**config.mk**
```make
export PLATFORM = sky130hd
export DESIGN_NAME = apb_master_flat
export DESIGN_NICKNAME = d
export VERILOG_FILES = /design/src/rtl/apb_master_pkg.sv /design/src/rtl/apb_master_if.sv /design/src/rtl/apb_timeout_cnt.sv /design/src/rtl/apb_master.sv /design/src/flat_wrapper.sv
export SDC_FILE = /design/constraint.sdc
export NUM_CORES = 1
export LEC_CHECK = 0
export CELL_PAD_IN_SITES_DETAIL_PLACEMENT = 1
export CELL_PAD_IN_SITES_GLOBAL_PLACEMENT = 2
export CORE_MARGIN = 3
export CORE_UTILIZATION = 26
export CTS_CLUSTER_DIAMETER = 50
export CTS_CLUSTER_SIZE = 24
export DETAILED_ROUTE_END_ITERATION = 7
export PLACE_DENSITY = 0.95
export SLEW_MARGIN = 10
export SYNTH_ARGS = -nofsm -noshare
export SYNTH_HDL_FRONTEND = slang
export SYNTH_SLANG_ARGS = --single-unit
```
**constraint.sdc**
```tcl
create_clock -name clk -period 2.85 [get_ports clk]
set_input_delay 0.4275 -clock clk [delete_from_list [all_inputs] [get_ports clk]]
set_output_delay 0.4275 -clock clk [all_outputs]
set_load 0.005 [all_outputs]
```
**src/rtl/apb_master_pkg.sv**
```systemverilog
// Shared types and default widths for the APB initiator and the APB slaves of this subsystem.
package apb_master_pkg;

  localparam int APB_ADDR_W      = 12;
  localparam int APB_DATA_W      = 32;
  localparam int APB_TIMEOUT_CYC = 256;

  typedef enum logic [1:0] {
    ST_IDLE   = 2'd0,
    ST_SETUP  = 2'd1,
    ST_ACCESS = 2'd2,
    ST_RESP   = 2'd3
  } apb_state_e;

endpackage

```
**src/rtl/apb_master_if.sv**
```systemverilog
// Command/response side plus APB side of the initiator, bundled with master (initiator) and
// slave (requester + APB fabric) views.
interface apb_master_if #(
  parameter int ADDR_W = 12,
  parameter int DATA_W = 32
);
  // Handshakes: a beat moves on a rising clk edge where valid && ready are both 1; the sender
  // holds valid and its payload stable until that edge, and ready may depend on state only.
  logic              cmd_valid;
  logic              cmd_ready;
  logic              cmd_write;
  logic [ADDR_W-1:0] cmd_addr;
  logic [DATA_W-1:0] cmd_wdata;
  logic              rsp_valid;
  logic              rsp_ready;
  logic [DATA_W-1:0] rsp_rdata;
  logic              rsp_err;
  logic              psel;
  logic              penable;
  logic [ADDR_W-1:0] paddr;
  logic              pwrite;
  logic [DATA_W-1:0] pwdata;
  logic [DATA_W-1:0] prdata;
  logic              pready;

  modport master (
    input  cmd_valid, cmd_write, cmd_addr, cmd_wdata, rsp_ready, prdata, pready,
    output cmd_ready, rsp_valid, rsp_rdata, rsp_err, psel, penable, paddr, pwrite, pwdata
  );

  modport slave (
    output cmd_valid, cmd_write, cmd_addr, cmd_wdata, rsp_ready, prdata, pready,
    input  cmd_ready, rsp_valid, rsp_rdata, rsp_err, psel, penable, paddr, pwrite, pwdata
  );

endinterface

```
**src/rtl/apb_timeout_cnt.sv**
```systemverilog
// ACCESS-phase wait-state counter; expired flags the wait cycle that would reach LIMIT.
module apb_timeout_cnt #(
  parameter int LIMIT = 256,
  parameter int CW    = $clog2(LIMIT + 1)
) (
  input  logic clk,
  input  logic rstn,
  input  logic clr,
  input  logic inc,
  output logic expired
);

  logic [CW-1:0] cnt_q;
  logic [CW-1:0] cnt_d;

  always_comb begin
    cnt_d = cnt_q;
    if (clr) begin
      cnt_d = '0;
    end else if (inc && (cnt_q != CW'(LIMIT))) begin
      cnt_d = cnt_q + CW'(1);
    end
  end

  always_ff @(posedge clk or negedge rstn) begin
    if (!rstn) begin
      cnt_q <= '0;
    end else begin
      cnt_q <= cnt_d;
    end
  end

  // The LIMIT-th consecutive wait cycle is the one where the pre-increment count is LIMIT-1.
  assign expired = inc && (cnt_q == CW'(LIMIT - 1));

endmodule

```
**src/rtl/apb_master.sv**
```systemverilog
// APB initiator: one command at a time through IDLE -> SETUP -> ACCESS -> RESP.
// Define APB_MST_TIMEOUT_EN to abort ACCESS after TIMEOUT_CYC wait states with rsp_err=1.
module apb_master
  import apb_master_pkg::*;
#(
  parameter int ADDR_W      = APB_ADDR_W,
  parameter int DATA_W      = APB_DATA_W,
  parameter int TIMEOUT_CYC = APB_TIMEOUT_CYC
) (
  input  logic       clk,
  input  logic       rstn,
  apb_master_if.master bus,
  output apb_state_e state_o
);

  apb_state_e        state_q,     state_d;
  logic              psel_q,      psel_d;
  logic              penable_q,   penable_d;
  logic [ADDR_W-1:0] paddr_q,     paddr_d;
  logic              pwrite_q,    pwrite_d;
  logic [DATA_W-1:0] pwdata_q,    pwdata_d;
  logic              rsp_valid_q, rsp_valid_d;
  logic [DATA_W-1:0] rsp_rdata_q, rsp_rdata_d;
  logic              rsp_err_q,   rsp_err_d;
  logic              timeout_hit;

`ifdef APB_MST_TIMEOUT_EN
  apb_timeout_cnt #(
    .LIMIT (TIMEOUT_CYC)
  ) u_timeout_cnt (
    .clk     (clk),
    .rstn    (rstn),
    .clr     (state_q == ST_SETUP),
    .inc     ((state_q == ST_ACCESS) && !bus.pready),
    .expired (timeout_hit)
  );
`else
  assign timeout_hit = 1'b0;
`endif

  always_comb begin
    state_d     = state_q;
    psel_d      = psel_q;
    penable_d   = penable_q;
    paddr_d     = paddr_q;
    pwrite_d    = pwrite_q;
    pwdata_d    = pwdata_q;
    rsp_valid_d = rsp_valid_q;
    rsp_rdata_d = rsp_rdata_q;
    rsp_err_d   = rsp_err_q;
    case (state_q)
      ST_IDLE: begin
        if (bus.cmd_valid) begin
          paddr_d   = bus.cmd_addr;
          pwrite_d  = bus.cmd_write;
          pwdata_d  = bus.cmd_wdata;
          psel_d    = 1'b1;
          penable_d = 1'b0;
          state_d   = ST_SETUP;
        end
      end
      ST_SETUP: begin
        penable_d = 1'b1;
        state_d   = ST_ACCESS;
      end
      ST_ACCESS: begin
        // A slave completing on the expiry cycle wins over the abort.
        if (bus.pready) begin
          psel_d      = 1'b0;
          penable_d   = 1'b0;
          rsp_rdata_d = pwrite_q ? '0 : bus.prdata;
          rsp_err_d   = 1'b0;
          rsp_valid_d = 1'b1;
          state_d     = ST_RESP;
        end else if (timeout_hit) begin
          psel_d      = 1'b0;
          penable_d   = 1'b0;
          rsp_rdata_d = '0;
          rsp_err_d   = 1'b1;
          rsp_valid_d = 1'b1;
          state_d     = ST_RESP;
        end
      end
      ST_RESP: begin
        if (bus.rsp_ready) begin
          rsp_valid_d = 1'b0;
          state_d     = ST_IDLE;
        end
      end
      default: begin
        state_d = ST_IDLE;
      end
    endcase
  end

  always_ff @(posedge clk or negedge rstn) begin
    if (!rstn) begin
      state_q     <= ST_IDLE;
      psel_q      <= 1'b0;
      penable_q   <= 1'b0;
      paddr_q     <= '0;
      pwrite_q    <= 1'b0;
      pwdata_q    <= '0;
      rsp_valid_q <= 1'b0;
      rsp_rdata_q <= '0;
      rsp_err_q   <= 1'b0;
    end else begin
      state_q     <= state_d;
      psel_q      <= psel_d;
      penable_q   <= penable_d;
      paddr_q     <= paddr_d;
      pwrite_q    <= pwrite_d;
      pwdata_q    <= pwdata_d;
      rsp_valid_q <= rsp_valid_d;
      rsp_rdata_q <= rsp_rdata_d;
      rsp_err_q   <= rsp_err_d;
    end
  end

  assign bus.cmd_ready = (state_q == ST_IDLE);
  assign bus.psel      = psel_q;
  assign bus.penable   = penable_q;
  assign bus.paddr     = paddr_q;
  assign bus.pwrite    = pwrite_q;
  assign bus.pwdata    = pwdata_q;
  assign bus.rsp_valid = rsp_valid_q;
  assign bus.rsp_rdata = rsp_rdata_q;
`ifdef APB_MST_TIMEOUT_EN
  assign bus.rsp_err   = rsp_err_q;
`else
  assign bus.rsp_err   = 1'b0;
`endif
  assign state_o       = state_q;

endmodule

```
**src/flat_wrapper.sv**
```systemverilog
// flat-port wrapper written by rule: the top's interface ports become plain ports
module apb_master_flat import apb_master_pkg::*;
#(
  parameter int ADDR_W      = APB_ADDR_W,
  parameter int DATA_W      = APB_DATA_W,
  parameter int TIMEOUT_CYC = APB_TIMEOUT_CYC
)
  (clk, rstn, state_o, bus_cmd_valid, bus_cmd_write, bus_cmd_addr, bus_cmd_wdata, bus_rsp_ready, bus_prdata, bus_pready, bus_cmd_ready, bus_rsp_valid, bus_rsp_rdata, bus_rsp_err, bus_psel, bus_penable, bus_paddr, bus_pwrite, bus_pwdata);
  apb_master_if #(.ADDR_W(ADDR_W), .DATA_W(DATA_W)) bus_i ();
  input  logic clk;
  input  logic rstn;
  output apb_state_e state_o;
  input wire logic [$bits(bus_i.cmd_valid)-1:0] bus_cmd_valid;
  input wire logic [$bits(bus_i.cmd_write)-1:0] bus_cmd_write;
  input wire logic [$bits(bus_i.cmd_addr)-1:0] bus_cmd_addr;
  input wire logic [$bits(bus_i.cmd_wdata)-1:0] bus_cmd_wdata;
  input wire logic [$bits(bus_i.rsp_ready)-1:0] bus_rsp_ready;
  input wire logic [$bits(bus_i.prdata)-1:0] bus_prdata;
  input wire logic [$bits(bus_i.pready)-1:0] bus_pready;
  output wire logic [$bits(bus_i.cmd_ready)-1:0] bus_cmd_ready;
  output wire logic [$bits(bus_i.rsp_valid)-1:0] bus_rsp_valid;
  output wire logic [$bits(bus_i.rsp_rdata)-1:0] bus_rsp_rdata;
  output wire logic [$bits(bus_i.rsp_err)-1:0] bus_rsp_err;
  output wire logic [$bits(bus_i.psel)-1:0] bus_psel;
  output wire logic [$bits(bus_i.penable)-1:0] bus_penable;
  output wire logic [$bits(bus_i.paddr)-1:0] bus_paddr;
  output wire logic [$bits(bus_i.pwrite)-1:0] bus_pwrite;
  output wire logic [$bits(bus_i.pwdata)-1:0] bus_pwdata;
  assign bus_i.cmd_valid = bus_cmd_valid;
  assign bus_i.cmd_write = bus_cmd_write;
  assign bus_i.cmd_addr = bus_cmd_addr;
  assign bus_i.cmd_wdata = bus_cmd_wdata;
  assign bus_i.rsp_ready = bus_rsp_ready;
  assign bus_i.prdata = bus_prdata;
  assign bus_i.pready = bus_pready;
  assign bus_cmd_ready = bus_i.cmd_ready;
  assign bus_rsp_valid = bus_i.rsp_valid;
  assign bus_rsp_rdata = bus_i.rsp_rdata;
  assign bus_rsp_err = bus_i.rsp_err;
  assign bus_psel = bus_i.psel;
  assign bus_penable = bus_i.penable;
  assign bus_paddr = bus_i.paddr;
  assign bus_pwrite = bus_i.pwrite;
  assign bus_pwdata = bus_i.pwdata;
  apb_master #(.ADDR_W(ADDR_W), .DATA_W(DATA_W), .TIMEOUT_CYC(TIMEOUT_CYC)) u_core (.clk(clk), .rstn(rstn), .bus(bus_i), .state_o(state_o));
endmodule
```
## Word level (Yosys, flattened, before mapping)

Cells that the tools add are included.

| storage, ports and cells | value |
|---|---|
| memories kept | 0 |
| bits in registers | 82 |
| input bits | 82 |
| output and inout bits | 84 |
| logic and storage cells | 37 |
| bits in latches | 0 |
| ROM bits | 0 |
| bits in writable memories | 0 |

| operators by class | value |
|---|---|
| add/sub/neg operators | 0 |
| reductions and logical operators | 10 |
| $lt $le $gt $ge | 0 |
| equality and inequality tests | 6 |
| shift-type cells | 0 |
| muxes and demuxes | 13 |
| bitwise gates (word level) | 0 |
| divide/modulo/power cells | 0 |
| $mul | 0 |

Operators by type and width:

| kind | count |
|---|---|
| two-way mux 32 bit | 1 |
| AND reduction 3 bit | 4 |
| case mux 2 bit (4 select lines) | 1 |
| two-way mux 2 bit | 3 |
| != test 2 bit, second input constant | 3 |
| two-way mux 1 bit | 5 |
| equality test 2 bit, second input constant | 2 |
| case mux 1 bit (2 select lines) | 2 |
| AND reduction 2 bit | 2 |
| nonzero test 2 bit | 2 |
| case mux 1 bit (3 select lines) | 1 |
| nonzero test 3 bit | 1 |
| equality test 2 x 1 -> 1 bit, second input constant | 1 |
| zero test 2 bit | 1 |

## Depth between registers and ports, before layout

Gate-level depths: netlist of the first run.

| depth | value |
|---|---|
| word-level depth | 3 |
| mapped depth | 7 |
| gate-level depth less buffers | 5 |

## Worst setup path before layout of the first run

Ideal clock, no wire load.

| timing path | value |
|---|---|
| path kind | register to register |
| from | register u_core.state_q[0], in the netlist u_core.state_o[0] |
| to | register u_core.state_q[1], in the netlist u_core.state_o[1] |
| slack | 1263 ps |
| data arrival time | 1459 ps |
| setup time | 128 ps |
| stages on the path, launching flop included | 6 |
| data required time | 2722 ps |
| path through | dfrtp_1 -> inv_1 -> ha_1 -> nor2b_1 -> a211oi_2 -> mux2_1 |

| between the ends | value |
|---|---|
| longest elaborated chain between the ends | 3 |
| elaborated cells on any way between the ends | 9 |

Ends and longest elaborated chain:

| element | line | text |
|---|---|---|
| start: declaration | apb_master.sv:16 | `apb_state_e state_q, state_d;` |
| start signal: assignment | apb_master.sv:108 | `state_q <= state_d;` |
| equality test 2 bit, or another cell as far along | apb_master.sv:51 | `case (state_q)` |
| != test 2 bit (no line) | n/a |  |
| AND reduction 3 bit (no line) | n/a |  |

Several ways; a longest one is shown, not always the timed one.
A chain may end at the register's enable or synchronous reset.

## Worst setup path after layout of the first run

| timing path | value |
|---|---|
| from | register u_core.state_q[0], in the netlist u_core.state_o[0] |
| to | output port bus_cmd_ready |

| between the ends | value |
|---|---|
| longest elaborated chain between the ends | 1 |

Ends and longest elaborated chain:

| element | line | text |
|---|---|---|
| zero test 2 bit | apb_master.sv:120 | `assign bus.cmd_ready = (state_q == ST_IDLE);` |
| end: declaration | flat_wrapper.sv:20 | `output wire logic [$bits(bus_i.cmd_ready)-1:0] bus_cmd_ready;` |

Every way passes these cells.

==> metrics, run 1 <==
fin nets=513; Clock Latency Late Sink=340 ps; CTS max path bufs=2; Critical Path Sink=bus_cmd_ready; ANT cells=0; Max Slew Vio Count=0; FP Rows=40; CP Launch Point=u_core.state_o[0]; CP max stage delay=540 ps; total negative slack=0 ps; DRT Wirelength=9450 um; part of the cycle the worst path needs=0.751; Ports=166; Slew headroom=0.316; Detailed Routing Iterations Pass 1=3; TritonCTS clock tree=built; Multi-input gate area=~1200 um2; P&R area growth vs syn=62.7%; Place WS=786 ps; initial core utilization=0.271; Worst setup SP type=flop; H-Tree Depth=3; via count=~2600; status=finished clean; GPL Wtd Cong=between 0.7 and 0.8; fin cells=about 600; Post-DRT Antenna Nets=0; reg2reg end=u_core.bus.pwdata[14]; sequential fraction of the synthesis area=0.617; DIE AREA=~14000 um2; Syn Area/Cell=12.7 um2; Layout Utilization=0.442; r2r startpoint=u_core.state_o[0]; global-route wire length before repair=15000 um; gr ovfl total=0; Crit Path Class=reg -> out; hold-fix buffers at CTS=0; Reg area=2050 um2; HP Class=in -> async; Filler Cell Count=about 1300; CP cell instances=inv_1 > ha_1 > clkdlybuf4s50_1; Max IR drop VDD=0.381 mV; Worst R2R Path Depth=5; fmax=roughly 470 MHz; number of distinct library cells after synthesis=21; Post-Syn Instances=263; Final Hold Fails=0; gr usage total=0.135; number of synthesized register bits=82; Syn Nets=350; Final Cell Area=roughly 5400 um2; wire per inst=15.8 um; Crit-path slowest cell=clkdlybuf4s50_1; die height=119 um; Arr. time, crit path=1710 ps; placed cells=583; largest net degree at the start of global routing=83; Final min period=2140 ps; Hold Slack=261 ps; Num CTS Buffers=9; Final Setup Violations=0; via density per instance=4.26; P per Cell Area=1040 nW/um2; Mapped Area=around 3300 um2; Core ar.=around 12000 um2; CTS Sinks=82; Worst-Margin Slew=just over 1000 ps; vias in the first global route=2745; Port Buf Inserts=about 160; initial antenna violation count=0; post-cts resize count=0; Setup Buffers After CTS=0; unrepaired setup endpoints after global routing=no; First DRT Iteration DRCs=78; YS warnings=0; max_cap viols=0; Leak=~2.3 nW; r2r setup slk=920 ps; share of cells above drive strength 1=0.0534; post-detail-place hpwl=7080 um; CTS Root Cell=clkbuf_16; Setup Skew=6.58 ps; DP Area=roughly 5000 um2; Max FO, Critical Path=5; WP data required=~2400 ps; crit end category=output pin; die width=119 um; Final WS setup=708 ps; Reg clk slew, reported paths=60 ps; DR DRC count=0; Tot Pwr=5.65 mW
## routing by layer
metal / wire [um] / track usage / up-vias
li1: - / - / 1198
met4: 127 / 0.0478 / 0
met5: 0 / 0 / -
met1: 4050 / 0.162 / 1231
met2: 4540 / 0.225 / 113
met3: 735 / 0.0461 / 10
## cell usage after synthesis
cell	instances	area, um2
a22o_1	1	8.76
buf_6	4	45.0
a211oi_2	1	12.5
clkbuf_1	4	15.0
dfrtp_1	82	2050
mux2_1	47	529
nand2_2	1	6.26
nor3_1	1	5.00
inv_1	4	15.0
ha_1	5	62.6
nor2b_1	2	12.5
nand2_1	33	124
mux2i_1	2	20.0
nor2_1	1	3.75
buf_2	6	30.0
a21oi_1	1	5.00
o21ai_0	18	90.1
buf_4	1	7.51
conb_1	1	3.75
nand2b_1	32	200
o21ai_1	16	80.1
## cell type report
class                   instances  area share
well taps                     168      0.0388
repair buffers                167       0.307
flip-flops and latches         82       0.379
clock buffers                  10      0.0441
multi-input cells             162       0.215
inverters                       4     0.00277
clock inverters                 6      0.0134
## state kept, by name, summed over array words and instances, names as in the netlist
| signal | flops |
|---|---|
| u_core.bus.paddr | 12 |
| u_core.bus.pwdata | 32 |
| u_core.bus.pwrite | 1 |
| u_core.bus.penable | 1 |
| u_core.bus.rsp_valid | 1 |
| u_core.bus.psel | 1 |
| u_core.state_o | 2 |
| u_core.bus.rsp_rdata | 32 |
## cells in the final DEF, fill, tap and decap left out, types with 2 or more instances in the layout
cell / n
o21ai_1: 16
nand2_2: 2
mux2_1: 47
mux2i_1: 2
nand2_1: 32
clkdlybuf4s50_1: 163
dfrtp_1: 82
nand2b_1: 32
buf_4: 4
inv_6: 2
o21ai_0: 18
clkbuf_16: 9
ha_1: 5
inv_1: 4
nor2b_1: 2
## power by group
group          leakage [nW]  switching (mW)  internal (mW)
logic                  1.14           0.860           1.51
registers             0.994           0.339           1.73
clock network         0.155           0.496          0.715
## kinds of logic (layout without fill, tap and decap cells)
family / after synthesis / count (layout) / synth area share
fa+ha+maj: 5 / 5 / 0.0188
simple gates: 70 / 70 / 0.106
flops: 82 / 82 / 0.617
buf+inv: 19 / 187 / 0.0338
mux: 49 / 49 / 0.165
other cells: 1 / 1 / 0.00113
compound gates: 37 / 37 / 0.0590
## how the worst min path moves through the flow
| stage | from | end | slack, ps | depth (start not counted) |
|---|---|---|---|---|
| finish | rstn | u_core.bus.pwdata[15] | 260 | 1 |
| global route | rstn | u_core.bus.pwdata[15] | 350 | 1 |
| CTS | rstn | u_core.bus.pwdata[16] | 320 | 1 |
| detailed placement | u_core.bus.rsp_rdata[9] | u_core.bus.rsp_rdata[9] | 470 | 2 |
| global placement | u_core.bus.rsp_rdata[12] | u_core.bus.rsp_rdata[12] | 460 | 2 |
| floorplan | rstn | u_core.bus.paddr[0] | 130 | 0 |
## worst max-delay path, delay by kind of cell (launching register included)
family,cells,cell delay (ps)
adder cells (fa/ha/maj),1,270
flip-flops,1,440
buffers and inverters,2,670
Power figures use the tool's default switching activity.
==> run 2, diff against run 1 <==
--- a/config.mk
+++ b/config.mk
@@ -8,11 +8,11 @@
 export CELL_PAD_IN_SITES_DETAIL_PLACEMENT = 1
 export CELL_PAD_IN_SITES_GLOBAL_PLACEMENT = 2
 export CORE_MARGIN = 3
-export CORE_UTILIZATION = 26
+export CORE_UTILIZATION = 24
 export CTS_CLUSTER_DIAMETER = 50
 export CTS_CLUSTER_SIZE = 24
 export DETAILED_ROUTE_END_ITERATION = 7
-export PLACE_DENSITY = 0.95
+export PLACE_DENSITY = 0.9
 export SLEW_MARGIN = 10
 export SYNTH_ARGS = -nofsm -noshare
 export SYNTH_HDL_FRONTEND = slang
==> constraint.sdc (replaced) <==
create_clock -name clk -period 2 [get_ports clk]
set_input_delay 0.3 -clock clk [delete_from_list [all_inputs] [get_ports clk]]
set_output_delay 0.3 -clock clk [all_outputs]
set_load 0.005 [all_outputs]
==> run 2 against run 1 <==
Compared with the run above: final area rose by 1.6%; routed wire length fell by 2.7%; combinational power rose by 46%; clock skew fell by 2.7 ps; die area rose by 7.9%; first-iteration DRC count rose by 23%; register-to-register slack got worse by 650 ps; global-route usage fell by 1.2 points; critical endpoint unchanged; largest cell class unchanged; highest routed layer unchanged.
==> metrics, run 2 (synthesis results as in run 1) <==
H-Tree Depth=3 (unchanged); Filler Cell Count=1453 (+9.9%); Layout Utilization=0.411 (-0.0311); Reg clk slew, reported paths=60 ps (about the same); CP max stage delay=500 ps (-40 ps); Final Hold Fails=0 (unchanged); Port Buf Inserts=164 (unchanged); Leak=2.31 nW (+0.93%); family with the most delay on the worst path=buffers and inverters; HP Class=in -> async; Multi-input gate area=1180 um2 (+1.1%); unrepaired setup endpoints after global routing=no; largest net degree at the start of global routing=66 (-20%); Num CTS Buffers=9 (unchanged); max_cap viols=0 (unchanged); Buf+Inv Stages, Crit Path=2 (unchanged); CP cell instances=inv_1 > ha_4 > clkdlybuf4s50_1; wire per inst=15.1 um (-4.4%); Clock Latency Late Sink=340 ps (about the same); Detailed Routing Iterations Pass 1=4 (+1); fin nets=516 (+0.58%); vias in the first global route=2791 (+1.7%); initial core utilization=0.248 (-0.0231); Reg area=2050 um2 (unchanged); Max FO, Critical Path=6 (+1); Crit-path slowest cell=clkdlybuf4s50_1; DIE AREA=15300 um2 (+7.9%); FP Rows=42 (+5.0%); share of cells above drive strength 1=0.0622 (+0.00885); P per Cell Area=1470 nW/um2 (+41%); die height=124 um (+3.9%); WP data required=1700 ps (-720 ps); CTS Sinks=82 (unchanged); initial antenna violation count=0 (unchanged); Ports=166 (unchanged); CTS max path bufs=2 (unchanged); TritonCTS clock tree=built; total negative slack=0 ps (unchanged); Crit Path Class=reg -> out; CTS Root Cell=clkbuf_16; via count=2553 (+0.039%); Worst setup SP type=flop; Max Slew Vio Count=0 (unchanged); global-route wire length before repair=14300 um (-4.4%); Max IR drop VDD=0.460 mV (+21%); Setup Skew=3.90 ps (-2.68 ps); Post-DRT Antenna Nets=0 (unchanged); commonest non-fill, non-tap cell in the layout=clkdlybuf4s50_1; part of the cycle the worst path needs=0.958; die width=124 um (+3.9%); ANT cells=0 (unchanged); via density per instance=4.19 (-1.8%); P&R area growth vs syn=65.3%; Final Setup Violations=0 (unchanged); Arr. time, crit path=1620 ps (-90 ps); GPL Wtd Cong=0.754 (unchanged); gr ovfl total=0 (unchanged); DR DRC count=0 (unchanged); post-detail-place hpwl=6930 um (-2.1%); Core ar.=13400 um2 (+9.3%); fmax=522 MHz; Final min period=1920 ps; gr usage total=0.123 (-0.0119); status=finished clean; leading cell types in the layout, fill and taps excluded=clkdlybuf4s50_1 (163), dfrtp_1 (82), mux2_1 (47), nand2b_1 (32), nand2_1 (32); DRT Wirelength=9200 um (-2.7%); First DRT Iteration DRCs=96 (+23%); crit end category=output pin
[run 2: changes by cell type in the layout (fill, tap and decap cells not counted), sizes merged]
cell | previous run | this run
buf | 4 | 6
clkinvlp | 0 | 2
clkinv | 2 | 1
dlygate4sd3 | 0 | 1
inv | 7 | 6
[run 2: metal layers]
| metal | track usage | vias to the layer above | routed length [um] |
|---|---|---|---|
| met3 | 0.0690 | 11 | 1210 |
| li1 | - | 1205 | - |
| met2 | 0.208 | 114 | 4490 |
| met1 | 0.128 | 1223 | 3370 |
| met4 | 0.0436 | 0 | 124 |
| met5 | 0 | - | 0 |
[run 2: layout make-up]
cell class / instances / share of cell area
sequential: 82 / 0.373
clock inverter: 6 / 0.0134
multi-input combinational: 162 / 0.214
inverter: 4 / 0.00273
tap: 176 / 0.0400
clock buffer: 10 / 0.0434
timing repair buffer: 170 / 0.313
[run 2: path summary, 6_finish.rpt]
| kind | startpoint | slack [ps] | end | cells after the start |
|---|---|---|---|---|
| max in group asynchronous | rstn | 1000 | u_core.bus.rsp_rdata[18] | 3 |
| worst min-delay path | rstn | 420 | u_core.bus.pwdata[3] | 2 |
| worst max register to register | u_core.state_o[0] | 270 | u_core.state_o[1] | 5 |
| worst min register to register | u_core.bus.rsp_rdata[10] | 480 | u_core.bus.rsp_rdata[10] | 2 |
| worst max-delay path | u_core.state_o[1] | 80 | bus_cmd_ready | 3 |
| min in group clk | u_core.bus.rsp_rdata[10] | 480 | u_core.bus.rsp_rdata[10] | 2 |
[run 2: per-stage QoR]
step	power [mW]	cells	cell area, um2	hold WS (ps)	setup WS, ps
floorplan	4.21	263	3330	4.41	413
global placement	6.30	593	5170	245	338
detailed placement	6.47	593	5170	246	258
CTS	8.27	610	5500	420	39.5
global route	8.74	610	5500	451	5.93
finish	8.08	610	5500	418	84.6
[run 2: timing repair]
| item | in CTS | in global routing |
|---|---|---|
| endpoints found under the setup margin | 1 | 1 |
| buffers inserted | 0 | 0 |
| pin swaps | 0 | 0 |
| resized for setup | 2 | 1 |
| endpoints found under the hold margin | 25 | 0 |
| hold buffers | 1 | 0 |
[run 2: where the power goes]
group / total (mW) / switching, mW / internal, mW
registers: 2.92 / 0.447 / 2.47
clock network: 1.71 / 0.690 / 1.02
logic: 3.46 / 1.25 / 2.21
total: 8.08 / 2.38 / 5.70
[run 2: worst register-to-register path, stage by stage, from the launching register on]
cell and delay [ps]:
dfrtp_1 430, inv_2 90, ha_1 280, nor2b_1 190, a211oi_2 260, mux2_1 350
==> run 3, diff against run 2 <==
--- a/config.mk
+++ b/config.mk
@@ -5,6 +5,7 @@
 export SDC_FILE = /design/constraint.sdc
 export NUM_CORES = 1
 export LEC_CHECK = 0
+export ABC_CLOCK_PERIOD_IN_PS = 2000
 export CELL_PAD_IN_SITES_DETAIL_PLACEMENT = 1
 export CELL_PAD_IN_SITES_GLOBAL_PLACEMENT = 2
 export CORE_MARGIN = 3
==> results of run 3 <==
Same layout as run 2: the final DEF is identical, and so are final timing and power.
